--- src/rtl/alu_sequencer.sv ---
`timescale 1ns/1ps
`default_nettype none
// ============================================================================
// Module      : alu_sequencer
// Description : Multi-cycle initiator for a combinational ALU. Holds an
//               8 x WIDTH register file, stages operands onto the ALU port,
//               captures the result and zero flag, and writes the result
//               back. Commands arrive one at a time over valid/ready and
//               completion is signalled by a one-cycle done pulse.
//               Optional feature macro: SHIFTER_EN (B-operand shifter).
// Revision    : 1.0 - initial release
// ============================================================================
module alu_sequencer #(
  parameter int NREGS = 8,
  parameter int WIDTH = 16
) (
  input  logic             clk,
  input  logic             rst_n,
  input  logic             cmd_valid,
  output logic             cmd_ready,
  input  logic             cmd_kind,
  input  logic [1:0]       cmd_op,
  input  logic [2:0]       cmd_rd,
  input  logic [2:0]       cmd_rn,
  input  logic [2:0]       cmd_rm,
  input  logic [WIDTH-1:0] cmd_imm,
  input  logic [1:0]       cmd_shift,
  output logic [WIDTH-1:0] alu_a,
  output logic [WIDTH-1:0] alu_b,
  output logic [1:0]       alu_op,
  input  logic [WIDTH-1:0] alu_out,
  input  logic             alu_z,
  output logic             done,
  output logic             status_z,
  input  logic [2:0]       rd_sel,
  output logic [WIDTH-1:0] rd_data
);

  typedef enum logic [2:0] {
    IDLE = 3'd0,
    RD_A = 3'd1,
    RD_B = 3'd2,
    EXEC = 3'd3,
    WB   = 3'd4
  } state_t;

  state_t           state;
  logic [2:0]       lat_rd;
  logic [2:0]       lat_rm;
  logic [WIDTH-1:0] result;
  logic [WIDTH-1:0] regs [NREGS];
  logic [WIDTH-1:0] b_operand;

  // A command is only taken while idle; busy states ignore cmd_* entirely.
  assign cmd_ready = (state == IDLE);

  // Debug read port is a plain combinational lookup of the register file.
  assign rd_data = regs[rd_sel];

`ifdef SHIFTER_EN
  logic [1:0] lat_shift;

  // Shift by one position as selected by the latched command shift code.
  function automatic logic [WIDTH-1:0] shift_b(input logic [WIDTH-1:0] v,
                                               input logic [1:0]       s);
    case (s)
      2'b01:   shift_b = {v[WIDTH-2:0], 1'b0};
      2'b10:   shift_b = {1'b0, v[WIDTH-1:1]};
      2'b11:   shift_b = {v[WIDTH-1], v[WIDTH-1:1]};
      default: shift_b = v;
    endcase
  endfunction

  assign b_operand = shift_b(regs[lat_rm], lat_shift);

  // Shift code is captured with the rest of the command at acceptance.
  always_ff @(posedge clk or negedge rst_n) begin
    if (!rst_n) begin
      lat_shift <= 2'b00;
    end else if (state == IDLE && cmd_valid) begin
      lat_shift <= cmd_shift;
    end
  end
`else
  // Without the shifter the shift field has no effect on the datapath.
  logic unused_shift;
  assign unused_shift = ^cmd_shift;
  assign b_operand    = regs[lat_rm];
`endif

  // Sequencer: operand staging, result capture, writeback and done pulse.
  always_ff @(posedge clk or negedge rst_n) begin
    if (!rst_n) begin
      state    <= IDLE;
      lat_rd   <= 3'd0;
      lat_rm   <= 3'd0;
      result   <= '0;
      alu_a    <= '0;
      alu_b    <= '0;
      alu_op   <= 2'b00;
      done     <= 1'b0;
      status_z <= 1'b0;
      for (int i = 0; i < NREGS; i++) begin
        regs[i] <= '0;
      end
    end else begin
      done <= 1'b0;
      case (state)
        IDLE: begin
          if (cmd_valid) begin
            lat_rd <= cmd_rd;
            lat_rm <= cmd_rm;
            if (cmd_kind) begin
              // Load immediate skips the ALU and leaves its port untouched.
              result <= cmd_imm;
              state  <= WB;
            end else begin
              alu_a  <= regs[cmd_rn];
              alu_op <= cmd_op;
              state  <= RD_A;
            end
          end
        end
        RD_A: begin
          alu_b <= b_operand;
          state <= RD_B;
        end
        RD_B: begin
          result   <= alu_out;
          status_z <= alu_z;
          state    <= EXEC;
        end
        EXEC: begin
          regs[lat_rd] <= result;
          state        <= WB;
        end
        WB: begin
          // Rewriting the same value is harmless for ALU commands and is
          // the only writeback for load-immediate.
          regs[lat_rd] <= result;
          done         <= 1'b1;
          state        <= IDLE;
        end
        default: begin
          state <= IDLE;
        end
      endcase
    end
  end

endmodule
`default_nettype wire

--- config.mk ---
export PLATFORM = sky130hd
export DESIGN_NAME = alu_sequencer
export DESIGN_NICKNAME = d
export VERILOG_FILES = /design/src/rtl/alu_sequencer.sv
export SDC_FILE = /design/constraint.sdc
export NUM_CORES = 1
export LEC_CHECK = 0
export ABC_AREA = 1
export CAP_MARGIN = 20
export CELL_PAD_IN_SITES_DETAIL_PLACEMENT = 1
export CELL_PAD_IN_SITES_GLOBAL_PLACEMENT = 1
export CORE_UTILIZATION = 45
export CTS_CLUSTER_DIAMETER = 80
export CTS_CLUSTER_SIZE = 14
export DETAILED_ROUTE_END_ITERATION = 8
export PLACE_DENSITY_LB_ADDON = 0.1
export SYNTH_ARGS = -nofsm -noshare
export SYNTH_HDL_FRONTEND = slang
export SYNTH_SLANG_ARGS = --single-unit
--- constraint.sdc ---
create_clock -name clk -period 3.3 [get_ports clk]
set_input_delay 0.825 -clock clk [delete_from_list [all_inputs] [get_ports clk]]
set_output_delay 0.825 -clock clk [all_outputs]
set_load 0.01 [all_outputs]
==> results.toml <==
[logic_synthesis]
synth-edff-count = 0
synthTopCellsByArea = "dfrtp_1 44%, nand2_1 22%, nand3_1 10%, o21ai_0 9.8%, inv_1 5.5%"
synthCells = 1606
yosysMostFrequentCell = "nand2_1"
synth_area_um2 = 10760
yosysTopAreaCell = "dfrtp_1"
yosysSeqAreaShare = 0.4396
async_reset_ff_frac = 1.000
syn_avg_cell_area_um2 = 6.699
synth_top_flop_cell = "dfrtp_1"
synth_top_cell_area_share = 0.4396
synthesis.nets = 1659
ys.warnings.count = 0
synth_seq_cells = 189
yosysUniqueCellTypes = 17
synth_common_cells = "619 x nand2_1, 225 x nand3_1, 210 x o21ai_0, 189 x dfrtp_1, 158 x inv_1"

[placement]
pre_cts_ws_ns = -0.1835
dp_hpwl_um = 26490
place_congestion = 0.8217
port_buffers = 103
dp_cells = 1969

[grt]
track_usage = 0.3565
grt_pass1_wl_um = 65670
overflow = 0
grt_max_degree = 85
antenna_found_initial = 1
grt_pass1_vias = 11570

[setup_path]
path_class = "input pin to primary output"
cp-end-kind = "primary output"
path_cells = "clkdlybuf4s50_1 -> inv_1 -> buf_6 -> a21oi_1 -> o21ai_0 -> nand2_1 -> nand2_1 -> nand2_1 -> dlygate4sd2_1"
required_ns = 2.47
cpMostUsedCell = "nand2_1"
critPathTopFamily = "buffers and inverters"
slowest_delay_ns = 0.51
cp_max_fo = 14
arrival_ns = 2.43
cp-start-kind = "input pin"
path_buf_inv = 4
slowest_stage = "clkdlybuf4s50_1"

[drt]
wl_per_cell_um = 20.56
routed_wl_um = 41130
drc = 0
postRouteAntennaNets = 0
drt-pass1-iter-count = 5
drt_iter0_drc = 1029
vias_per_cell = 5.638
vias = 11280

[finish]
fin_nets = 1722
fin_cells = 2001
fillers = 3075
synthToLayoutAreaGrowth_pct = 19.02
post_route_cells_drive_above_1_share = 0.05648
antennaDiodeCount = 0
final_core_util = 0.5455

[power]
swShare = 0.4593
combPwrFrac = 0.482
intPower_w = 0.006474
powerDensity_nw_per_um2 = 935.3
power_leakage_nw = 6.502
vdd.ir_drop.worst_mv = 0.5292
p_switching_w = 0.005500
pwr-share-clk = 0.179
p_seq_frac = 0.339

[floorplan]
initial_core_util = 0.4583
die_w_um = 156.6
core_um2 = 23470
die_area_um2 = 24530
die_h_um = 156.6
ios = 106
rows = 56

[sta]
fmax_mhz = 307.6
finalCriticalPeriod_ns = 3.251
setup_viol = 0
holdWs_ns = 0.4116
tightest_slew_ns = 0.9069
fin_setup_tns_ns = 0
rsz0062_at_grt = "no"
final_hold_viol_count = 0
layout_setup_ws_ns = 0.04894
clock_skew_ns = 0.01489
finalMaxSlewViolations = 0
min_period_over_period = 0.9852
maxSlewHeadroom = 0.3933

[clock_network]
insertion_delay_ns = 0.45
cts_setup_buffers = 0
cts_max_level = 4
cts_buffer_depth = 2
clock-sinks = 189
cts-root-buf = "clkbuf_16"
cts_hold_buf = 0
cts_buffers = 17
postCtsResizedCells = 18
clk_pin_slew_worst_paths_ns = 0.08
cts_tree = "done"

[min_path]
hold_path_class = "input pin to asynchronous set/reset pin"

[job]
maxCapViolCount = 0

[run_status]
outcome = "completed"
-- cell type report --
| class | instances | area, µm² | area share |
|---|---|---|---|
| Timing Repair Buffer | 148 | 1483 | 0.1158 |
| Inverter | 164 | 615.6 | 0.04808 |
| Multi-Input combinational cell | 1149 | 4981 | 0.3890 |
| Sequential cell | 189 | 4731 | 0.3695 |
| Clock inverter | 13 | 141.4 | 0.01104 |
| Clock buffer | 19 | 452.9 | 0.03538 |
| Tap cell | 319 | 399.1 | 0.03117 |
-- cell families after synthesis --
group | share of synthesized area
buf+inv | 0.09781
flops | 0.4396
compound gates | 0.1318
simple gates | 0.3308
-- power by group through the flow --
stage                     Sequential [W]  Combinational, W  Clock [W]
after CTS                        0.00405           0.00574    0.00216
after floorplan                  0.00400           0.00353          0
after detailed placement         0.00408           0.00570          0
after global placement           0.00403           0.00548          0
after global routing             0.00419           0.00649    0.00225
final                            0.00407           0.00577    0.00214
-- per-stage QoR --
stage,instance area (µm²),total power (W)
final,12800,0.01197
after global routing,12800,0.01293
after CTS,12800,0.01195
after detailed placement,12220,0.009784
after global placement,12220,0.009505
after floorplan,10760,0.007529
-- placed cells by master (no fill, tap or decap), drive strengths merged, types with 21 or more instances in the layout --
cell           instances
nand2                621
inv                  170
clkdlybuf4s50         84
dfrtp                189
o21ai                211
a21oi                 70
nor2                  21
clkbuf                21
buf                   47
nand3                225
-- final timing paths --
path	slack (ns)	cells past startpoint	endpoint	start
setup reg to reg	1.14	7	alu_b[11]	lat_rm[0]
max in group asynchronous	2.07	2	regs[101]	rst_n
setup / recovery	0.05	9	rd_data[0]	rd_sel[1]
hold / removal	0.41	1	regs[88]	rst_n
min in group clk	0.48	2	alu_op[1]	alu_op[1]
hold reg to reg	0.48	2	alu_op[1]	alu_op[1]
-- routing by layer --
layer | routed length, µm | GRT usage
met5 | 13 | 0
met4 | 835 | 0.1050
met3 | 2864 | 0.05649
met2 | 19380 | 0.5872
met1 | 18040 | 0.4824
-- state kept, by name, summed over array words and instances, names as in the netlist --
| register | flops |
|---|---|
| alu_a | 16 |
| alu_b | 16 |
| alu_op | 2 |
| done | 1 |
| lat_rd | 3 |
| lat_rm | 3 |
| regs | 128 |
| result | 16 |
| state | 3 |
| status_z | 1 |
Note: power is estimated with default switching activity, not from simulation.
